$ cat src/rtl/calculator_pkg.sv
// Shared types for the calculator control stage: FSM states and operator encodings.
package calculator_pkg;

  typedef enum logic [2:0] {
    S_OPA,
    S_OPB,
    S_OP,
    S_CALC,
    S_RES
  } state_t;

  typedef enum logic [1:0] {
    OP_ADD = 2'b00,
    OP_SUB = 2'b01,
    OP_MUL = 2'b10,
    OP_DIV = 2'b11
  } op_t;

endpackage

$ cat src/rtl/calculator_div.sv
// Restoring unsigned divider: one quotient bit per cycle, done pulses the cycle after the last bit.
module calculator_div #(
  parameter int WIDTH = 8
) (
  input  logic             clk,
  input  logic             reset,
  input  logic             start,
  input  logic [WIDTH-1:0] dividend,
  input  logic [WIDTH-1:0] divisor,
  output logic [WIDTH-1:0] quotient,
  output logic             done
);

  localparam int CW = $clog2(WIDTH + 1);

  logic [WIDTH-1:0] rem;
  logic [WIDTH-1:0] dvd;
  logic [WIDTH-1:0] dsr;
  logic [CW-1:0]    cnt;
  logic             running;
  logic [WIDTH:0]   trial;

  assign trial    = {rem, dvd[WIDTH-1]};
  assign quotient = dvd;

  // dvd shifts the dividend out and the quotient bits in, so it ends holding the quotient
  always_ff @(posedge clk) begin
    if (reset) begin
      rem     <= '0;
      dvd     <= '0;
      dsr     <= '0;
      cnt     <= '0;
      running <= 1'b0;
      done    <= 1'b0;
    end else begin
      done <= 1'b0;
      if (start) begin
        rem     <= '0;
        dvd     <= dividend;
        dsr     <= divisor;
        cnt     <= CW'(WIDTH);
        running <= 1'b1;
      end else if (running) begin
        if (trial >= {1'b0, dsr}) begin
          rem <= WIDTH'(trial - {1'b0, dsr});
          dvd <= {dvd[WIDTH-2:0], 1'b1};
        end else begin
          rem <= trial[WIDTH-1:0];
          dvd <= {dvd[WIDTH-2:0], 1'b0};
        end
        cnt <= cnt - CW'(1);
        if (cnt == CW'(1)) begin
          running <= 1'b0;
          done    <= 1'b1;
        end
      end
    end
  end

endmodule

$ cat src/rtl/calculator_ctrl.sv
// Calculator sequencing FSM: operand A -> operand B -> operator -> result, with edge-detected buttons.
//   state  | meaning
//   S_OPA  | entering operand A, display shows switches
//   S_OPB  | entering operand B, display shows switches
//   S_OP   | selecting operator, display shows operator code
//   S_CALC | computing (busy), divider running for div
//   S_RES  | result held on display until next enter
module calculator_ctrl
  import calculator_pkg::*;
#(
  parameter int WIDTH = 8
) (
  input  logic               clk,
  input  logic               reset,
  input  logic               button_ent,
  input  logic               button_clr,
  input  logic [WIDTH-1:0]   sw,
  input  logic [1:0]         sw_op,
  output logic [2*WIDTH-1:0] display,
  output logic               neg,
  output logic               err,
  output logic               busy,
  output logic [1:0]         phase
);

  localparam int RW = 2 * WIDTH;

  state_t           state;
  op_t              op;
  logic [WIDTH-1:0] a;
  logic [WIDTH-1:0] b;
  logic             ent_q;
  logic             clr_q;
  logic             ent_rise;
  logic             clr_rise;
  logic             div_reset;
  logic             div_start;
  logic             div_done;
  logic [WIDTH-1:0] quotient;
  logic [RW-1:0]    a_ext;
  logic [RW-1:0]    b_ext;
  logic [RW-1:0]    sw_ext;
  logic [RW-1:0]    op_ext;

  assign ent_rise  = button_ent & ~ent_q;
  assign clr_rise  = button_clr & ~clr_q;
  assign a_ext     = RW'(a);
  assign b_ext     = RW'(b);
  assign sw_ext    = RW'(sw);
  assign op_ext    = RW'(sw_op);
  assign div_reset = reset | clr_rise;
  // Launch the divider on the operator-enter edge so it finishes within WIDTH+1 S_CALC cycles
  assign div_start = (state == S_OP) & ent_rise & ~clr_rise &
                     (op_t'(sw_op) == OP_DIV) & (b != '0);

  calculator_div #(.WIDTH(WIDTH)) u_div (
    .clk      (clk),
    .reset    (div_reset),
    .start    (div_start),
    .dividend (a),
    .divisor  (b),
    .quotient (quotient),
    .done     (div_done)
  );

  always_ff @(posedge clk) begin
    if (reset) begin
      state   <= S_OPA;
      op      <= OP_ADD;
      a       <= '0;
      b       <= '0;
      ent_q   <= 1'b1;
      clr_q   <= 1'b1;
      display <= '0;
      neg     <= 1'b0;
      err     <= 1'b0;
      busy    <= 1'b0;
      phase   <= 2'd0;
    end else begin
      ent_q <= button_ent;
      clr_q <= button_clr;
      if (clr_rise) begin
        state   <= S_OPA;
        a       <= '0;
        b       <= '0;
        display <= sw_ext;
        neg     <= 1'b0;
        err     <= 1'b0;
        busy    <= 1'b0;
        phase   <= 2'd0;
      end else begin
        case (state)
          S_OPA: begin
            display <= sw_ext;
            if (ent_rise) begin
              a     <= sw;
              state <= S_OPB;
              phase <= 2'd1;
            end
          end
          S_OPB: begin
            display <= sw_ext;
            if (ent_rise) begin
              b       <= sw;
              state   <= S_OP;
              phase   <= 2'd2;
              display <= op_ext;
            end
          end
          S_OP: begin
            display <= op_ext;
            if (ent_rise) begin
              op    <= op_t'(sw_op);
              state <= S_CALC;
              busy  <= 1'b1;
              phase <= 2'd3;
            end
          end
          S_CALC: begin
            if (op != OP_DIV || b == '0 || div_done) begin
              state <= S_RES;
              busy  <= 1'b0;
            end
            unique case (op)
              OP_ADD: display <= a_ext + b_ext;
              OP_SUB: begin
                if (a >= b) begin
                  display <= a_ext - b_ext;
                  neg     <= 1'b0;
                end else begin
                  display <= b_ext - a_ext;
                  neg     <= 1'b1;
                end
              end
              OP_MUL: display <= a_ext * b_ext;
              OP_DIV: begin
                if (b == '0) begin
                  err     <= 1'b1;
                  display <= '0;
                end else if (div_done) begin
                  display <= RW'(quotient);
                end
              end
            endcase
          end
          S_RES: begin
            if (ent_rise) begin
              state   <= S_OPA;
              phase   <= 2'd0;
              display <= sw_ext;
              neg     <= 1'b0;
              err     <= 1'b0;
            end
          end
          default: begin
            state <= S_OPA;
            phase <= 2'd0;
          end
        endcase
      end
    end
  end

endmodule

$ cat config.mk
export PLATFORM = sky130hd
export DESIGN_NAME = calculator_ctrl
export DESIGN_NICKNAME = d
export VERILOG_FILES = /design/src/rtl/calculator_pkg.sv /design/src/rtl/calculator_div.sv /design/src/rtl/calculator_ctrl.sv
export SDC_FILE = /design/constraint.sdc
export NUM_CORES = 1
export LEC_CHECK = 0
export BUFFER_PORTS_ARGS = -buffer_cell sky130_fd_sc_hd__buf_4
export CAP_MARGIN = 25
export CELL_PAD_IN_SITES_DETAIL_PLACEMENT = 1
export CELL_PAD_IN_SITES_GLOBAL_PLACEMENT = 1
export CORE_AREA = 4 4 122 124
export CTS_CLUSTER_DIAMETER = 120
export DETAILED_ROUTE_END_ITERATION = 6
export DIE_AREA = 0 0 126 128
export GPL_TIMING_DRIVEN = 0
export PLACE_DENSITY = 0.83
export SETUP_SLACK_MARGIN = 0.3
export SKIP_CTS_REPAIR_TIMING = 1
export SLEW_MARGIN = 20
export SYNTH_ARGS = -nofsm -noshare
export SYNTH_HDL_FRONTEND = slang
export SYNTH_SLANG_ARGS = --single-unit
$ cat constraint.sdc
create_clock -name clk -period 5.74 [get_ports clk]
set_input_delay 0.287 -clock clk [delete_from_list [all_inputs] [get_ports clk]]
set_output_delay 0.287 -clock clk [all_outputs]
set_load 0.02 [all_outputs]
Yosys cells after proc, flatten, opt, wreduce, memory -nomap -nowiden:

Cells that the tools add are included.

* word-level logic and storage cells: 123
* output and inout port bits: 21
* bits in registers: 74

* equality and inequality tests: 21
* mux-type cells: 39
* bitwise operators: 12
* order comparisons: 2
* reduce and logical (&&, ||, !) cells: 24
* add/subtract/negate cells: 5
* multiply operators: 1

Operators by type and width (number)
* case mux 16 bit (5 select lines): 1
* two-way mux 16 bit: 4
* case mux 16 bit (4 select lines): 1
* two-way mux 8 bit: 5
* subtractor 8 x 8 -> 9 bit: 2
* multiplier 8 x 8 -> 16 bit: 1
* != test 2 bit (second input constant): 8
* two-way mux 3 bit: 5
* case mux 3 bit (5 select lines): 1
* AND reduction 3 bit: 5
* two-way mux 1 bit: 12
* case mux 2 bit (5 select lines): 1
* AND reduction 5 bit: 2
* adder 8 x 8 -> 9 bit: 1
* >= comparator 9 x 8 -> 1 bit: 1
* >= comparator 8 bit: 1
* zero test 8 bit: 1
* two-way mux 2 bit: 4
* two-way mux 4 bit: 2
* nonzero test 8 bit: 1
* subtractor 8 bit: 1
* bitwise AND 1 bit: 6
* equality test 2 bit (second input constant): 3
* equality test 3 x 2 -> 1 bit (second input constant): 2
* other kinds (22): 33

Depth between registers and ports, before layout:

Gate-level depths: netlist of the first run.

* depth in word-level cells: 7
* mapped depth: 19
* mapped depth without buffers: 19

Modules after synthesis:

Synthesis of the first run repeated with hierarchy kept, for this count alone.

* cells, all modules: 804
* area total of the unflattened synthesis: 6692.7 µm²

By module, submodules not included
* calculator_ctrl: sequential area each 880.8 µm², cells each 605, instances 1, area each 5016.1 µm²
* calculator_div: sequential area each 600.6 µm², cells each 199, instances 1, area each 1676.6 µm²

Worst setup path before layout of the first run:

No wires, ideal clock.

* kind: register to register
* start point: register a[1]
* end point: register display[14]
* data required time: 5618 ps
* setup slack: 1186 ps
* cell stages (with the launch flop): 18
* path buffers: 0
* arrival time: 4432 ps
* period minus slack after synthesis: 4554 ps
* path through: dfxtp_1 > inv_1 > nor2_1 > fa_1 > fa_1 > fa_1 > inv_1 > fa_1 > inv_1 > ha_1 > or3_1 > o21ai_0 > o31ai_1 > o21ai_0 > nand2b_1 > a21oi_1 > xnor2_1 > a221o_1

* word-level cells in the longest chain between the ends: 4
* elaborated cells between the ends (all ways): 7
* classes of those cells: add/sub (2); mul (1); order compare (1); mux (3)

Ends and longest elaborated chain
* from (decl): line calculator_ctrl.sv:30 `logic [WIDTH-1:0] a;`
* from (signal assigned): line calculator_ctrl.sv:96 `a <= sw;`
* branches (longest 2 deep; another with multiplier 8 x 8 -> 16 bit)
* case mux 16 bit (4 select lines) *: line calculator_ctrl.sv:124 `unique case (op)`
* case mux 16 bit (5 select lines) *: line calculator_ctrl.sv:92 `case (state)`
* to (signal assigned): line calculator_ctrl.sv:125 `OP_ADD: display <= a_ext + b_ext;`
* to (signal assigned): line calculator_ctrl.sv:128 `display <= a_ext - b_ext;`
* to (signal assigned): line calculator_ctrl.sv:131 `display <= b_ext - a_ext;`
* to (decl): line calculator_ctrl.sv:19 `output logic [2*WIDTH-1:0] display,`

Mark *: on every way between the ends.
A chain may end at the register's enable or synchronous reset.

Worst setup path in the final report of the first run:

* start point: register a[4]
* end point: register display[15]

Same word-level chain as after synthesis.

==> flow_metrics.py, run 1 <==
metrics = {
    "outcome": {
        "status": "complete, no violations",
    },
    "finish": {
        "final_layout_size_suffix_gt1_share_pct": 9.12,
        "diodes": 0,
        "synthToLayoutAreaGrowth_pct": 12.1,
        "fill_cells": 1704,
        "fin_nets": 974,
    },
    "critical_path": {
        "crit_type": "register to register",
        "r2r_cells": 18,
        "crit_end": "display[15]",
        "cp.depth": 18,
        "critPathLaunch": "a[4]",
        "worstPathBufferInverterCount": 4,
        "startpoint_type": "register",
        "crit_slowest_cell": "dfxtp_1",
        "cp_data_required_time_ns": 6.02,
        "crit_path_max_fanout": 8,
        "path_delay_family": "adder cells",
        "r2r-end": "display[15]",
        "rrSetupSlack_ns": 0.67,
        "cp_cell_sequence": "ha_1 > inv_1 > fa_1 > inv_1 > fa_1 > fa_1 > inv_1 > fa_1 > inv_1 > ha_1 > o21a_1 > o21ai_0 > nand2b_1 > o41ai_2 > o21ai_0 > a2111oi_0 > o21ai_0 > nand3b_1",
        "critPathCaptureType": "register",
        "worstPathArrival_ns": 5.35,
        "worst_path_largest_cell_delay_ns": 0.57,
        "rr_startpoint": "a[4]",
    },
    "logic_synthesis": {
        "syn_area_per_cell_um2": 8.14,
        "synth_nets": 930,
        "yosysTopAreaCellShare_pct": 22.6,
        "synth_seq_cells": 74,
        "ys.flop_type": "dfxtp_1",
        "syn_area_um2": 6560,
        "yosys-top-cells-count": "nor2_1, inv_1, dfxtp_1",
        "async_reset_ff_share_pct": 0,
        "synth.largest_area_cell": "dfxtp_1",
        "ys_warn_count": 0,
        "synthDistinctLibCells": 65,
        "synth.most_common_cell": "nor2_1",
        "synth_edf_count": 0,
        "syn_inst": 806,
        "ys_seq_area_share_pct": 22.6,
        "synth_area_leaders": "dfxtp_1, ha_1, fa_1",
    },
    "power_and_ir_drop": {
        "total_power_w": 0.00123,
        "power.net_switching_w": 0.000305,
        "internal_power_w": 0.000923,
        "power.density_nw_per_um2": 167,
        "swShare_pct": 24.8,
        "leakage_nw": 3.22,
        "combinationalPowerShare_pct": 9.6,
        "seqPwrFrac_pct": 43.1,
        "ir_drop_uv": 95.5,
        "clkPwrFrac_pct": 47.3,
    },
    "clock_network": {
        "root_buffer": "clkbuf_16",
        "clkLatencyLatePin_ns": 0.34,
        "numCtsBuffers": 9,
        "cts_tree": "yes",
        "htree_levels": 3,
        "clockBufferDepth": 2,
        "path_clk_slew_ns": 0.06,
        "clkSinkCount": 74,
    },
    "route": {
        "route.detailed.drc": 0,
        "vias_per_cell": 5.76,
        "first_pass_iters": 4,
        "num_vias": 5962,
        "wl_per_cell_um": 19.8,
        "wl_um": 20500,
        "final_antenna_net_count": 0,
        "drtIter0Drc": 337,
    },
    "placement": {
        "gp_congestion": 0.911,
        "hpwl_um": 16300,
        "io_buffers": 33,
    },
    "floorplanning": {
        "fp.dieH_um": 128,
        "fp.dieW_um": 126,
        "coreArea_um2": 13800,
        "start_util_pct": 47.7,
        "num_rows": 43,
        "pin_count": 35,
        "dieArea_um2": 16100,
    },
    "sta": {
        "skew_ns": 0.00808,
        "period_share_pct": 88.4,
        "fin_setup_tns_ns": 0,
        "min_period_ns": 5.07,
        "max_slew_margin_pct": 37.8,
        "worst_slew_pin_slew_ns": 0.929,
        "slew_viol_final": 0,
        "fmax_ghz": 0.197,
        "finalSetupViolCount": 0,
        "grt_setup_unrepaired": "no",
        "hold_viol": 0,
    },
    "global_routing": {
        "grt_pass1_wl_um": 33700,
        "first_global_vias": 6559,
        "grt-busiest-layer": "met2",
        "grtUsageMet3_pct": 3.67,
        "globalRouteMet2Util_pct": 48.6,
        "grt_util_all_layers_pct": 26.0,
        "antenna_found_initial": 0,
        "gr-total-overflow": 0,
        "grt_max_degree": 13,
        "met1_usage_pct": 30.7,
    },
    "worst_hold_path": {
        "hold_path_class": "primary input to register",
        "min_path_cells": 2,
    },
    "flow_run": {
        "maxCapViolCount": 0,
    },
}
worst register-to-register path, delay by kind of cell (launching register included):
kind	cells	cell delay, ns
adders and majority gates	6	2.69
AOI/OAI and AO/OA	6	1.32
DFF	1	0.57
buffers and inverters	4	0.26
and+or+nand+nor	2	0.18
final cells by class:
cell class	count	area [um2]	share of cell area (%)
Multi-Input combinational cell	606	4590	62.4
Inverter	95	360	4.90
Clock inverter	5	52.6	0.714
Tap cell	180	225	3.06
Buffer	31	141	1.92
Sequential cell	74	1490	20.2
Timing Repair Buffer	33	248	3.37
Clock buffer	11	253	3.44
flip-flops by register name (all words and copies together) (netlist names):
signal          flops
u_div.dsr           8
u_div.done          1
err                 1
op                  2
busy                1
u_div.quotient      8
b                   8
ent_q               1
phase               2
a                   8
u_div.running       1
u_div.cnt           4
neg                 1
u_div.rem           8
display            16
clr_q               1
state               3
layer usage:
layer / share of wire (%) / wire length, um / up-vias
li1: - / - / 2838
met4: 2.2 / 457 / 0
met3: 3.6 / 728 / 39
met5: 0 / 0 / -
met2: 53 / 10800 / 101
met1: 42 / 8510 / 2984
stage by stage:
stage / util, % / instances / area [um2] / hold WS (ns) / setup WS (ns)
after floorplan: - / 806 / 6560 / 0.394 / 1.19
after global placement: 51.1 / 1019 / 7040 / 0.442 / 0.403
after detailed placement: 51.1 / 1019 / 7040 / 0.445 / 0.356
after CTS: 53.3 / 1035 / 7340 / 0.151 / 0.325
after global routing: 53.4 / 1035 / 7360 / 0.160 / 0.396
final: 53.4 / 1035 / 7360 / 0.148 / 0.668
worst min-delay path by stage:
stage                      from           to  slack (ns)
finish               button_ent        ent_q        0.15
global route         button_clr        clr_q        0.16
CTS                  button_ent        ent_q        0.15
detailed placement  display[10]  display[10]        0.44
global placement    display[10]  display[10]        0.44
floorplan            button_clr        clr_q        0.39
cells in the final DEF (no fill, tap or decap), drive strengths merged, types with 7 or more instances in the layout:
cell type and instances:
xnor2 15, inv 92, dfxtp 74, o21ai 42, nand2 67, fa 40
mux2i 35, nand3 10, nand2b 12, a211oi 15, nor2 110, xor2 12
nor3 10, buf 46, a21o 8, clkbuf 29, nor2b 9, ha 70
o31ai 7, a21oi 65
cell families after synthesis:
| logic type | synth area share, % |
|---|---|
| DFF | 22.6 |
| xor gates and xnor gates | 3.60 |
| adders and majority gates | 25.5 |
| muxes | 5.74 |
| buffers and inverters | 7.59 |
| AOI/OAI and AO/OA | 18.8 |
| and+or+nand+nor | 16.2 |
power groups by stage:
stage | Combinational (W) | Sequential, W | Clock (W)
2_1_floorplan | 0.0000689 | 0.000543 | 0
3_3_place_gp | 0.000111 | 0.000541 | 0
3_5_place_dp | 0.000116 | 0.000541 | 0
4_1_cts | 0.000117 | 0.000530 | 0.000581
5_1_grt | 0.000127 | 0.000531 | 0.000601
6_report | 0.000117 | 0.000530 | 0.000582
No activity file was read; power rests on OpenSTA's default activity.
==> inputs of run 2 (changes only) <==
--- a/config.mk
+++ b/config.mk
@@ -15,6 +15,7 @@
 export DIE_AREA = 0 0 126 128
 export GPL_TIMING_DRIVEN = 0
 export PLACE_DENSITY = 0.83
+export RECOVER_POWER = 50
 export SETUP_SLACK_MARGIN = 0.3
 export SKIP_CTS_REPAIR_TIMING = 1
 export SLEW_MARGIN = 20
==> run 2 against run 1 <==
Against the previous run:
- the run now ends with capacitance limit, slew limit left
- critical endpoint unchanged
- combinational power is essentially flat
- sequential share of layout area increased by 0.25 points
- critical path type unchanged
- first-iteration DRC count fell by 3.3%
- non-clock buffer count unchanged
- power decreased by 0.24%
- largest cell class unchanged
- design area fell by 1.2%
- cell count stayed put
- clock power barely moved
- hold slack lost 0.0010 ns
==> flow_metrics.py, run 2 (synthesis gave the netlist of run 1 again) <==
metrics = {
    "outcome": {
        "status": "complete, but fails checks",
        "violations": "capacitance limit, slew limit",
    },
    "floorplanning": {
        "pin_count": 35,
        "num_rows": 43,
        "fp.dieH_um": 128,
        "fp.dieW_um": 126,
        "coreArea_um2": 13800,
        "dieArea_um2": 16100,
        "start_util_pct": 47.7,
    },
    "finish": {
        "top_register": "display",
        "largest_reg_flops": 16,
        "diodes": 0,
        "post-route-util_pct": 52.8,
        "synthToLayoutAreaGrowth_pct": 10.7,
        "final_layout_size_suffix_gt1_share_pct": 6.32,
        "final_common_cell": "nor2_1",
        "fill_cells": 1721,
        "fin_nets": 974,
        "design_area_um2": 7270,
        "final_cell_mix": "nor2_1, inv_1, dfxtp_1",
    },
    "critical_path": {
        "startpoint_type": "register",
        "crit_type": "register to register",
        "cp_cell_sequence": "ha_1 > inv_1 > fa_1 > inv_1 > fa_1 > fa_1 > inv_1 > fa_1 > inv_1 > ha_1 > o21a_1 > o21ai_0 > nand2b_1 > o41ai_2 > o21ai_0 > a2111oi_0 > o21ai_0 > nand3b_1",
        "worst_path_largest_cell_delay_ns": 0.58,
        "worstPathArrival_ns": 5.37,
        "crit_slowest_cell": "dfxtp_1",
        "cp_data_required_time_ns": 6.02,
        "crit_path_max_fanout": 8,
        "worstPathBufferInverterCount": 4,
        "path_delay_family": "adder cells",
        "critPathCaptureType": "register",
    },
    "clock_network": {
        "clkSinkCount": 74,
        "clkLatencyLatePin_ns": 0.35,
        "numCtsBuffers": 9,
        "cts_tree": "yes",
        "htree_levels": 3,
        "clockBufferDepth": 2,
        "path_clk_slew_ns": 0.06,
        "root_buffer": "clkbuf_16",
    },
    "route": {
        "drtIter0Drc": 326,
        "num_vias": 6001,
        "route.detailed.drc": 0,
        "wl_per_cell_um": 19.9,
        "final_antenna_net_count": 0,
        "first_pass_iters": 6,
        "vias_per_cell": 5.80,
        "wl_um": 20600,
    },
    "global_routing": {
        "gr-total-overflow": 0,
        "grt_pass1_wl_um": 33700,
        "first_global_vias": 6559,
        "grt_util_all_layers_pct": 26.0,
        "antenna_found_initial": 0,
        "grt_max_degree": 13,
    },
    "placement": {
        "dpl-instance-area_um2": 7040,
        "gp_congestion": 0.911,
        "hpwl_um": 16300,
        "io_buffers": 33,
    },
    "worst_hold_path": {
        "hold_path_class": "primary input to register",
    },
    "power_and_ir_drop": {
        "ir_drop_uv": 96.4,
        "total_power_w": 0.00123,
        "power.density_nw_per_um2": 169,
        "leakage_nw": 3.12,
    },
    "flow_run": {
        "maxCapViolCount": 1,
    },
    "sta": {
        "hold_viol": 0,
        "period_share_pct": 88.5,
        "fin_setup_tns_ns": 0,
        "worst_slew_pin_slew_ns": 1.61,
        "grt_setup_unrepaired": "no",
        "max_slew_margin_pct": -8.12,
        "finalSetupViolCount": 0,
        "fmax_ghz": 0.197,
        "slew_viol_final": 9,
        "skew_ns": 0.00789,
        "min_period_ns": 5.08,
    },
}
run 2: cell types whose count changed in the layout (fill, tap and decap cells not counted), sizes merged:
cell    previous run  this run
buf               46        23
clkbuf            29        52
run 2: layer usage:
layer	share of wire (%)	wire, um	track usage (%)	up-vias
li1	-	-	-	2841
met1	41	8490	30.7	2965
met2	52	10700	48.6	143
met3	4.3	883	3.67	52
met4	2.6	532	8.20	0
met5	0	0	0	-
run 2: power breakdown:
part	internal [W]	total, W	switching (W)
Combinational	0.0000410	0.000114	0.0000735
Sequential	0.000521	0.000530	0.00000867
Clock	0.000358	0.000582	0.000224
Total	0.000920	0.00123	0.000306
run 2: cell type report:
cell class	count	area (um2)	area share, %
plain buffers	31	140	1.93
clock buffers	11	253	3.48
clock inverters	5	52.6	0.723
repair buffers	33	169	2.32
inverters	95	360	4.96
multi-input cells	606	4580	63.1
well taps	180	225	3.10
flip-flops and latches	74	1490	20.4
run 2: worst register-to-register path, delay by kind of cell (launching register included):
kind	cells	cell delay [ns]
simple gates	2	0.18
buf+inv	4	0.26
compound gates	6	1.32
flops	1	0.58
fa+ha+maj	6	2.69
run 2: worst paths after layout:
| check | end | cells after the start | startpoint | slack, ns |
|---|---|---|---|---|
| hold / removal | ent_q | 2 | button_ent | 0.15 |
| setup reg to reg | display[15] | 18 | a[4] | 0.66 |
| hold reg to reg | display[10] | 1 | display[10] | 0.45 |
| setup / recovery | display[15] | 18 | a[4] | 0.66 |
run 2: through the flow:
stage          worst slack, ns  cells  hold WS (ns)
2_1_floorplan             1.19    806         0.394
3_3_place_gp             0.403   1019         0.442
3_5_place_dp             0.356   1019         0.445
4_1_cts                  0.325   1035         0.151
5_1_grt                  0.396   1035         0.160
6_report                 0.658   1035         0.147
==> inputs of run 3 (changes only) <==
--- a/config.mk
+++ b/config.mk
@@ -5,16 +5,17 @@
 export SDC_FILE = /design/constraint.sdc
 export NUM_CORES = 1
 export LEC_CHECK = 0
+export ABC_AREA = 1
 export BUFFER_PORTS_ARGS = -buffer_cell sky130_fd_sc_hd__buf_4
 export CAP_MARGIN = 25
 export CELL_PAD_IN_SITES_DETAIL_PLACEMENT = 1
 export CELL_PAD_IN_SITES_GLOBAL_PLACEMENT = 1
-export CORE_AREA = 4 4 122 124
+export CORE_AREA = 4 4 129 131
 export CTS_CLUSTER_DIAMETER = 120
 export DETAILED_ROUTE_END_ITERATION = 6
-export DIE_AREA = 0 0 126 128
+export DIE_AREA = 0 0 133 135
 export GPL_TIMING_DRIVEN = 0
-export PLACE_DENSITY = 0.83
+export PLACE_DENSITY = 0.82
 export RECOVER_POWER = 50
 export SETUP_SLACK_MARGIN = 0.3
 export SKIP_CTS_REPAIR_TIMING = 1
==> run 3 against run 2 <==
Against the previous run:
- the run now ends clean
- via count grew 14%
- cell count grew 25%
- design area grew 5.5%
- synthesized cell count grew 27%
- synthesized area grew 6.7%
- power grew 4.9%
- global-route usage grew 0.14 points
- routed wire length grew 10%
==> flow_metrics.py, run 3 <==
metrics = {
    "outcome": {
        "status": "complete, no violations",
    },
    "logic_synthesis": {
        "synth_xor_area_share_pct": 1.88,
        "async_reset_ff_share_pct": 0,
        "synth_top_family_by_area": "simple AND/OR/NAND/NOR gates",
        "synth_area_leaders": "dfxtp_1, nand2_1, ha_1",
        "ys.flop_type": "dfxtp_1",
        "yosys-top-cells-count": "nand2_1, inv_1, a21oi_1",
        "synth-adder-area-share_pct": 23.9,
        "synth_nets": 1150,
        "synthDistinctLibCells": 45,
        "synth.largest_area_cell": "dfxtp_1",
        "synthMuxAreaShare_pct": 0,
        "synth.most_common_cell": "nand2_1",
        "synth_compound_gate_area_share_pct": 15.6,
        "syn_inst": 1026,
        "syn_area_per_cell_um2": 6.82,
        "yosysTopAreaCellShare_pct": 21.2,
        "ys_seq_area_share_pct": 21.2,
        "synth_edf_count": 0,
        "synth_seq_cells": 74,
        "yosys.area_share.simple_pct": 24.3,
        "syn_area_um2": 7000,
        "ys_warn_count": 0,
    },
    "floorplanning": {
        "num_rows": 46,
        "coreArea_um2": 15600,
        "dieArea_um2": 18000,
        "pin_count": 35,
        "fp.dieW_um": 133,
        "fp.dieH_um": 135,
        "start_util_pct": 44.9,
    },
    "finish": {
        "post-route-util_pct": 49.1,
        "top_register": "display",
        "diodes": 0,
        "final_cell_mix": "nand2_1, inv_1, a21oi_1",
        "fill_cells": 2111,
        "final_common_cell": "nand2_1",
        "synthToLayoutAreaGrowth_pct": 9.49,
        "instances_no_fill": 1291,
        "largest_reg_flops": 16,
        "fin_nets": 1195,
        "final_layout_size_suffix_gt1_share_pct": 6.51,
    },
    "sta": {
        "min_period_ns": 4.76,
        "hold_viol": 0,
        "period_share_pct": 82.9,
        "fin_setup_tns_ns": 0,
        "finalSetupViolCount": 0,
        "max_slew_margin_pct": 32.4,
        "grt_setup_unrepaired": "no",
        "fin_hold_ws_ns": 0.126,
        "skew_ns": 0.00877,
        "fmax_ghz": 0.210,
        "worst_slew_pin_slew_ns": 1.01,
        "slew_viol_final": 0,
        "timing.final.ws_setup_ns": 0.980,
    },
    "route": {
        "vias_per_cell": 5.31,
        "wl_um": 22700,
        "final_antenna_net_count": 0,
        "drtIter0Drc": 481,
        "route.detailed.drc": 0,
        "wl_per_cell_um": 17.6,
        "first_pass_iters": 5,
        "num_vias": 6852,
    },
    "global_routing": {
        "gr-total-overflow": 0,
        "grt_max_degree": 12,
        "antenna_found_initial": 0,
        "first_global_vias": 7162,
        "grt_util_all_layers_pct": 26.2,
        "grt_pass1_wl_um": 36800,
    },
    "clock_network": {
        "htree_levels": 3,
        "cts_tree": "yes",
        "clkLatencyLatePin_ns": 0.35,
        "path_clk_slew_ns": 0.06,
        "numCtsBuffers": 9,
        "root_buffer": "clkbuf_16",
        "clkSinkCount": 74,
        "clockBufferDepth": 2,
    },
    "critical_path": {
        "critPathCaptureType": "register",
        "startpoint_type": "register",
        "cp_data_required_time_ns": 6.01,
        "crit_path_max_fanout": 8,
        "worstPathArrival_ns": 5.03,
        "crit_type": "register to register",
    },
    "power_and_ir_drop": {
        "clkPwrFrac_pct": 43.7,
        "ir_drop_uv": 151,
        "leakage_nw": 3.95,
        "swShare_pct": 28.0,
        "internal_power_w": 0.000925,
        "combinationalPowerShare_pct": 15.1,
        "power.density_nw_per_um2": 168,
        "seqPwrFrac_pct": 41.2,
        "power.net_switching_w": 0.000361,
    },
    "placement": {
        "io_buffers": 34,
        "gp_congestion": 0.945,
        "hpwl_um": 18300,
        "place_inst": 1276,
        "place_ws_ns": 0.984,
    },
    "flow_run": {
        "maxCapViolCount": 0,
    },
    "worst_hold_path": {
        "hold_path_class": "primary input to register",
    },
}
-- run 3: cell types whose count changed after synthesis, sizes merged, moves of 35 or more --
cell,delta
mux2i,-35
nand2,+180
nand3,+45
nor2,-44
inv,+108
a21oi,+41
-- run 3: per-stage QoR --
stage                     instance area [um2]  power, W
final                                    7660   0.00129
after global routing                     7660   0.00134
after CTS                                7810   0.00130
after detailed placement                 7530  0.000737
after global placement                   7530  0.000732
after floorplan                          7000  0.000669
-- run 3: area by class of cell --
cell class	count	area, um2	area share, %
Timing Repair Buffer	34	173	2.25
Sequential cell	74	1480	19.3
Multi-Input combinational cell	718	4550	59.4
Clock inverter	3	40.0	0.522
Inverter	200	753	9.83
Clock buffer	12	246	3.22
Buffer	34	150	1.96
Tap cell	216	270	3.53
-- run 3: path summary, 6_finish.rpt --
kind / startpoint / to / slack [ns] / cells after the start
max: a[1] / display[8] / 0.98 / 18
max reg2reg: a[1] / display[8] / 0.98 / 18
min reg2reg: display[13] / display[13] / 0.47 / 2
min: button_clr / clr_q / 0.13 / 3
-- run 3: cells by family after synthesis --
kind of cell,count (synthesis)
buffers and inverters,234
AO/OA/AOI/OAI,203
flip-flops,74
AND/OR/NAND/NOR,390
XOR/XNOR,15
adder cells (fa/ha/maj),110
-- run 3: worst max-delay path, stage by stage, from the launching register on --
cell and delay, ns:
dfxtp_1 0.49, clkbuf_1 0.41, nand2_1 0.14, fa_1 0.51, fa_1 0.54, inv_1 0.05
fa_1 0.52, inv_1 0.05, fa_1 0.53, inv_1 0.04, ha_1 0.34, a21oi_1 0.21
inv_1 0.08, a21oi_1 0.16, or2_2 0.13, nand3_1 0.11, nand3_1 0.13, nand3_1 0.09
a21oi_1 0.14
-- run 3: per-layer routing --
metal | GRT usage, % | vias up | wire length [um]
li1 | - | 3329 | -
met1 | 32.8 | 3335 | 10000
met2 | 45.9 | 144 | 11100
met3 | 3.99 | 44 | 972
met4 | 9.24 | 0 | 633
met5 | 0 | - | 0
-- run 3: power by group through the flow --
stage	Clock, W	Sequential [W]	Combinational, W
2_1_floorplan	0	0.000545	0.000124
3_3_place_gp	0	0.000541	0.000191
3_5_place_dp	0	0.000541	0.000195
4_1_cts	0.000572	0.000530	0.000197
5_1_grt	0.000591	0.000531	0.000214
6_report	0.000562	0.000530	0.000194
